$ cat src/rtl/ps2_pkg.sv
// Shared types and constants for the PS/2 host-to-device transmitter.
// Timing defaults assume a 50 MHz CLOCK_50.
package ps2_pkg;

  typedef enum logic [2:0] {
    ST_IDLE,
    ST_INHIBIT,
    ST_RELEASE,
    ST_WAIT_FIRST,
    ST_SEND,
    ST_ACK,
    ST_WAIT_IDLE
  } ps2_state_t;

  localparam logic [1:0] ERR_NONE  = 2'd0;
  localparam logic [1:0] ERR_START = 2'd1;
  localparam logic [1:0] ERR_XFER  = 2'd2;
  localparam logic [1:0] ERR_NOACK = 2'd3;

  localparam int DEF_INHIBIT_CYCLES       = 6000;
  localparam int DEF_START_TIMEOUT_CYCLES = 750000;
  localparam int DEF_XFER_TIMEOUT_CYCLES  = 100000;
  localparam int DEF_FILTER_CYCLES        = 4;

  // Data bits, parity and stop; the start bit is driven separately.
  localparam int FRAME_BITS = 10;

  function automatic int max_int(input int a, input int b);
    return (a > b) ? a : b;
  endfunction

endpackage

$ cat src/rtl/ps2_line_filter.sv
// Synchronizes one raw PS/2 pin, debounces it and flags 1->0 transitions
// of the accepted level as a one-cycle pulse.
module ps2_line_filter
  import ps2_pkg::*;
#(
  parameter int FILTER_CYCLES = DEF_FILTER_CYCLES
) (
  input  logic CLOCK_50,
  input  logic reset,
  input  logic pin,
  output logic level,
  output logic fall
);

  localparam int CNT_W = (FILTER_CYCLES > 1) ? $clog2(FILTER_CYCLES) : 1;
  localparam logic [CNT_W-1:0] CNT_LAST = CNT_W'(FILTER_CYCLES - 1);

  logic             sync1_reg;
  logic             sync2_reg;
  logic             level_reg;
  logic             fall_reg;
  logic [CNT_W-1:0] cnt_reg;

  // Idle bus is high, so everything resets to 1 to avoid a spurious edge.
  always_ff @(posedge CLOCK_50 or posedge reset) begin
    if (reset) begin
      sync1_reg <= 1'b1;
      sync2_reg <= 1'b1;
      level_reg <= 1'b1;
      fall_reg  <= 1'b0;
      cnt_reg   <= '0;
    end else begin
      sync1_reg <= pin;
      sync2_reg <= sync1_reg;
      fall_reg  <= 1'b0;
      if (sync2_reg != level_reg) begin
        if (cnt_reg == CNT_LAST) begin
          level_reg <= sync2_reg;
          fall_reg  <= ~sync2_reg;
          cnt_reg   <= '0;
        end else begin
          cnt_reg <= cnt_reg + 1'b1;
        end
      end else begin
        cnt_reg <= '0;
      end
    end
  end

  assign level = level_reg;
  assign fall  = fall_reg;

endmodule

$ cat src/rtl/ps2_host_tx.sv
// PS/2 host-to-device command transmitter: inhibits the bus, issues a start
// bit, clocks out data/parity/stop on device edges and checks the ACK.
module ps2_host_tx
  import ps2_pkg::*;
#(
  parameter int INHIBIT_CYCLES       = DEF_INHIBIT_CYCLES,
  parameter int START_TIMEOUT_CYCLES = DEF_START_TIMEOUT_CYCLES,
  parameter int XFER_TIMEOUT_CYCLES  = DEF_XFER_TIMEOUT_CYCLES,
  parameter int FILTER_CYCLES        = DEF_FILTER_CYCLES
) (
  input  logic       CLOCK_50,
  input  logic       reset,
  input  logic [7:0] cmd_data,
  input  logic       cmd_valid,
  output logic       cmd_ready,
  input  logic       ps2_clk_in,
  input  logic       ps2_dat_in,
  output logic       ps2_clk_oe,
  output logic       ps2_dat_oe,
  output logic       done,
  output logic       error,
  output logic [1:0] err_code,
  output logic       rx_inhibit
);

  localparam int TIMER_MAX = max_int(INHIBIT_CYCLES,
                                     max_int(START_TIMEOUT_CYCLES, XFER_TIMEOUT_CYCLES));
  localparam int TIMER_W   = $clog2(TIMER_MAX + 1);

  localparam logic [TIMER_W-1:0] TIMER_TOP    = TIMER_W'(TIMER_MAX);
  localparam logic [TIMER_W-1:0] INHIBIT_LAST = TIMER_W'(INHIBIT_CYCLES - 1);
  localparam logic [TIMER_W-1:0] START_LAST   = TIMER_W'(START_TIMEOUT_CYCLES - 1);
  localparam logic [TIMER_W-1:0] XFER_LAST    = TIMER_W'(XFER_TIMEOUT_CYCLES - 1);
  localparam logic [3:0]         STOP_CNT     = 4'(FRAME_BITS - 1);

  logic clk_level;
  logic clk_fall;
  logic dat_level;
  logic dat_fall_unused;  // only the clock line's edges drive the FSM

  ps2_line_filter #(.FILTER_CYCLES(FILTER_CYCLES)) u_clk_filter (
    .CLOCK_50 (CLOCK_50),
    .reset    (reset),
    .pin      (ps2_clk_in),
    .level    (clk_level),
    .fall     (clk_fall)
  );

  ps2_line_filter #(.FILTER_CYCLES(FILTER_CYCLES)) u_dat_filter (
    .CLOCK_50 (CLOCK_50),
    .reset    (reset),
    .pin      (ps2_dat_in),
    .level    (dat_level),
    .fall     (dat_fall_unused)
  );

  ps2_state_t                 state_reg, state_next;
  logic [FRAME_BITS-1:0]      shift_reg, shift_next;
  logic [3:0]                 bit_cnt_reg, bit_cnt_next;
  logic [TIMER_W-1:0]         timer_reg, timer_next;
  logic                       clk_oe_reg, clk_oe_next;
  logic                       dat_oe_reg, dat_oe_next;
  logic                       done_reg, done_next;
  logic                       error_reg, error_next;
  logic [1:0]                 err_code_reg, err_code_next;
  logic                       cmd_ready_reg, cmd_ready_next;
  logic                       rx_inhibit_reg, rx_inhibit_next;
  logic                       fail;
  logic [1:0]                 fail_code;

  always_comb begin
    state_next    = state_reg;
    shift_next    = shift_reg;
    bit_cnt_next  = bit_cnt_reg;
    timer_next    = (timer_reg != TIMER_TOP) ? timer_reg + 1'b1 : timer_reg;
    clk_oe_next   = clk_oe_reg;
    dat_oe_next   = dat_oe_reg;
    done_next     = 1'b0;
    error_next    = 1'b0;
    err_code_next = err_code_reg;
    fail          = 1'b0;
    fail_code     = ERR_NONE;

    case (state_reg)
      ST_IDLE: begin
        if (cmd_valid && cmd_ready_reg) begin
          shift_next    = {1'b1, ~^cmd_data, cmd_data};
          err_code_next = ERR_NONE;
          timer_next    = TIMER_W'(1);  // counts the first inhibit cycle
          clk_oe_next   = 1'b1;
          state_next    = ST_INHIBIT;
        end
      end
      ST_INHIBIT: begin
        if (timer_reg == INHIBIT_LAST) begin
          dat_oe_next = 1'b1;
          state_next  = ST_RELEASE;
        end
      end
      ST_RELEASE: begin
        clk_oe_next = 1'b0;
        timer_next  = '0;
        state_next  = ST_WAIT_FIRST;
      end
      ST_WAIT_FIRST: begin
        if (timer_reg >= START_LAST) begin
          fail      = 1'b1;
          fail_code = ERR_START;
        end else if (clk_fall) begin
          dat_oe_next  = ~shift_reg[0];
          shift_next   = {1'b0, shift_reg[FRAME_BITS-1:1]};
          bit_cnt_next = 4'd1;
          timer_next   = '0;
          state_next   = ST_SEND;
        end
      end
      ST_SEND: begin
        if (timer_reg >= XFER_LAST) begin
          fail      = 1'b1;
          fail_code = ERR_XFER;
        end else if (clk_fall) begin
          bit_cnt_next = bit_cnt_reg + 4'd1;
          if (bit_cnt_reg == STOP_CNT) begin
            dat_oe_next = 1'b0;
            state_next  = ST_ACK;
          end else begin
            dat_oe_next = ~shift_reg[0];
            shift_next  = {1'b0, shift_reg[FRAME_BITS-1:1]};
          end
        end
      end
      ST_ACK: begin
        if (timer_reg >= XFER_LAST) begin
          fail      = 1'b1;
          fail_code = ERR_XFER;
        end else if (clk_fall) begin
          if (!dat_level) begin
            state_next = ST_WAIT_IDLE;
          end else begin
            fail      = 1'b1;
            fail_code = ERR_NOACK;
          end
        end
      end
      ST_WAIT_IDLE: begin
        if (timer_reg >= XFER_LAST) begin
          fail      = 1'b1;
          fail_code = ERR_XFER;
        end else if (clk_level && dat_level) begin
          done_next  = 1'b1;
          state_next = ST_IDLE;
        end
      end
      default: state_next = ST_IDLE;
    endcase

    if (fail) begin
      clk_oe_next   = 1'b0;
      dat_oe_next   = 1'b0;
      error_next    = 1'b1;
      err_code_next = fail_code;
      state_next    = ST_IDLE;
    end

    cmd_ready_next  = (state_next == ST_IDLE);
    rx_inhibit_next = (state_next != ST_IDLE);
  end

  always_ff @(posedge CLOCK_50 or posedge reset) begin
    if (reset) begin
      state_reg      <= ST_IDLE;
      shift_reg      <= '0;
      bit_cnt_reg    <= '0;
      timer_reg      <= '0;
      clk_oe_reg     <= 1'b0;
      dat_oe_reg     <= 1'b0;
      done_reg       <= 1'b0;
      error_reg      <= 1'b0;
      err_code_reg   <= ERR_NONE;
      cmd_ready_reg  <= 1'b1;
      rx_inhibit_reg <= 1'b0;
    end else begin
      state_reg      <= state_next;
      shift_reg      <= shift_next;
      bit_cnt_reg    <= bit_cnt_next;
      timer_reg      <= timer_next;
      clk_oe_reg     <= clk_oe_next;
      dat_oe_reg     <= dat_oe_next;
      done_reg       <= done_next;
      error_reg      <= error_next;
      err_code_reg   <= err_code_next;
      cmd_ready_reg  <= cmd_ready_next;
      rx_inhibit_reg <= rx_inhibit_next;
    end
  end

  assign ps2_clk_oe = clk_oe_reg;
  assign ps2_dat_oe = dat_oe_reg;
  assign done       = done_reg;
  assign error      = error_reg;
  assign err_code   = err_code_reg;
  assign cmd_ready  = cmd_ready_reg;
  assign rx_inhibit = rx_inhibit_reg;

endmodule

$ cat config.mk
export PLATFORM = sky130hd
export DESIGN_NAME = ps2_host_tx
export DESIGN_NICKNAME = d
export VERILOG_FILES = /design/src/rtl/ps2_pkg.sv /design/src/rtl/ps2_line_filter.sv /design/src/rtl/ps2_host_tx.sv
export SDC_FILE = /design/constraint.sdc
export NUM_CORES = 1
export LEC_CHECK = 0
export ABC_AREA = 1
export CORE_MARGIN = 2
export CORE_UTILIZATION = 58
export DETAILED_ROUTE_END_ITERATION = 6
export PLACE_DENSITY_LB_ADDON = 0.05
export SYNTH_ARGS = -nofsm -noshare
export SYNTH_HDL_FRONTEND = slang
export SYNTH_SLANG_ARGS = --single-unit
$ cat constraint.sdc
create_clock -name CLOCK_50 -period 3.4 [get_ports CLOCK_50]
set_input_delay 0.68 -clock CLOCK_50 [delete_from_list [all_inputs] [get_ports CLOCK_50]]
set_output_delay 0.68 -clock CLOCK_50 [all_outputs]
set_load 0.02 [all_outputs]
==> metrics <==
multiplexer share of the synthesized area 0%; Fin Clk Skew ~0.01 ns; #FFs+latches synth between 50 and 60; crit-path max cell delay 0.60 ns; cell internal pwr 1.14 mW; Fin. Hold Viols 0; CTS tree built; Overall Global Routing Usage 22.3%; number of I/O port buffers 20; post-route ant nets 0; Top Ports 21; Comb power frac roughly a quarter; TritonCTS Buffers 5; Post-CTS Resized 0; Clock H-tree levels 2; DRC Markers 0; Compound-Gate Fraction of Synth Area 7.02%; Main synth FF type dfrtp_1; busiest grt layer met2; max frequency 473 MHz; Min-Delay Path Class reg -> reg; Slew @ Worst Pin 0.434 ns; Post-Synthesis Cells 399; largest net degree at the start of global routing 35; startpoint types flop; share of layout cells above drive strength 1 between 10% and 20%; XOR/XNOR Fraction of Synth Area 6.00%; core area 5440 um^2; status complete, no violations; r2r endpoint timer_reg[6]; vias in the first global route approximately 2500; post-synthesis async set-or-reset flop share between 90% and 100%; met1 usage approximately 29%; # diodes 0; Die X between 70 and 80 um; simple-gate share of the synthesized area 33.5%; Switch Pwr 0.555 mW; mean post-synth cell area 8.04 um^2; Worst Path Required 2.72 ns; RSZ-0062 raised after global routing false; router iterations before antenna repair 4; power share of the sequential group 53.4%; M2 GR Usage 38.0%; commonest cells after routing, fill and taps aside nand2_1, nor2_1, dfrtp_1; Top delay family on crit path buffers and inverters; critical path peak fanout 2; hold buffer count at CTS 0; post-DP HPWL 4.74 mm; Tmin final 2.12 ns; post-synthesis adder-cell area fraction 2.34%; Initial Util 59.0%; Worst-path clk slew about 0.1 ns; post-synthesis cell area 3210 um^2; Final Total Pwr about 1.7 mW; FP Rows 27; initial antenna violation count 0; Slew Limit Headroom 70.8%; final setup fails 0; TNS Setup 0 ns; RR Startpoint timer_reg[0]; Worst EP arrival 1.44 ns; sw frac 32.7%; crit path cell chain clkdlybuf4s50_1; Slowest cell on crit path clkdlybuf4s50_1; max reg flops 20; die area 6140 um^2; synth unique cells 36; worst setup path end cmd_ready; leakage roughly 1.6 nW; DRT iter0 DRCs 177; Critical Path Sink Type output pin; clk buf depth 2; Via-to-Cell Ratio ~5.2; global route total overflow 0; Critical Path Stages 1; Period Utilization, post-route 62.2%; CP Class reg -> out; GPL Wtd Cong 0.877; post-CTS setup buffer count 0; Filler cells a little under 500; Clock Sinks 56; routing usage on met3 4.37%; WL per Instance 12.5 um; EDFF count, synth 0; largest family of logic cells by synthesized area simple AND/OR/NAND/NOR gates; Detailed Route WL 6.19 mm; most common cell after layout, fill and taps aside nand2_1; die extent in y 78.4 um; Max IR drop VDD 0.251 mV; Max Slew Vio Count 0; sequential-to-total area share from yosys stat around 44%; power per cell area 475 nW/um^2; Nets 443; reg2reg setup slack 1.31 ns; Synthesis Warnings 0; CTS root buffer clkbuf_8; Setup crit start cmd_ready; Clk network pwr share 21.7%; Syn Nets 418; vias post-DR 2584; max-cap violation count 0; first-pass GRT wire length 11.0 mm; Syn-to-layout area delta 11.4%; depth of the most critical reg-to-reg path 11; Clk Latency, worst-skew pair 0.31 ns; CP bufs+invs 1
## routing by layer
metal | wire length (um) | vias to the layer above | share of wire (%)
met2 | 2940 | 37 | 47
met3 | 200 | 9 | 3.2
met5 | 0 | - | 0
met4 | 79 | 0 | 1.3
met1 | 2980 | 1210 | 48
li1 | - | 1328 | -
## cell usage after synthesis, types with 2 or more instances
master    instances  share of area [%]
a21oi_1          12                1.9
a31oi_1           2               0.39
buf_6             2               0.70
dfrtp_1          49                 38
dfstp_2           7                5.7
ha_1              6                2.3
inv_1            40                4.7
inv_2            13                1.5
nand2_1          76                8.9
nand2_2           7                1.4
nand3_1          19                3.0
nand3_2           5                1.6
nand3b_1          2               0.47
nand4_1          10                1.9
nor2_1           58                6.8
nor2_2           18                3.5
nor2_4            3                1.1
nor3_1           15                2.3
o21ai_0          10                1.6
o21ai_1           3               0.47
o31ai_1           7                1.6
xnor2_1           8                2.2
xor2_1           14                3.8
## area by class of cell
cell class              count  area [um^2]  share of cell area [%]
clock buffers               5         68.8                    1.93
clock inverters             3         22.5                   0.630
inverters                  53          199                    5.57
multi-input cells         286         1570                    43.9
flip-flops and latches     56         1410                    39.4
well taps                  72         90.1                    2.52
repair buffers             22          215                    6.02
## logic make-up after synthesis
logic type / count (synthesis)
and+or+nand+nor: 220
buffers and inverters: 57
DFF: 56
AOI/OAI and AO/OA: 38
xor gates and xnor gates: 22
adders and majority gates: 6
## worst min-delay path by stage
stage,startpoint,to,slack (ns),cells past startpoint
floorplan,u_clk_filter.sync1_reg,u_clk_filter.sync2_reg,0.35,0
global placement,u_dat_filter.sync1_reg,u_dat_filter.sync2_reg,0.35,0
detailed placement,u_clk_filter.sync1_reg,u_clk_filter.sync2_reg,0.35,0
CTS,u_clk_filter.sync1_reg,u_clk_filter.sync2_reg,0.36,0
global route,u_clk_filter.sync1_reg,u_clk_filter.sync2_reg,0.37,0
finish,u_dat_filter.sync1_reg,u_dat_filter.sync2_reg,0.36,0
## through the flow
stage | cells | cell area [um^2] | hold WS (ns) | util (%) | setup slack, ns
floorplan | 399 | 3210 | 0.345 | - | 1.36
global placement | 489 | 3480 | 0.347 | 64.0 | 1.23
detailed placement | 489 | 3480 | 0.349 | 64.0 | 1.15
CTS | 497 | 3570 | 0.365 | 65.7 | 1.27
global route | 497 | 3570 | 0.367 | 65.7 | 1.09
finish | 497 | 3570 | 0.362 | 65.7 | 1.28
## power by group through the flow
stage	combinational, mW	sequential, mW	clock [mW]
after floorplan	0.321	0.910	0
after global placement	0.410	0.918	0
after detailed placement	0.429	0.917	0
after CTS	0.430	0.907	0.383
after global routing	0.493	0.930	0.403
final	0.424	0.907	0.368
Note: power is estimated with default switching activity, not from simulation.
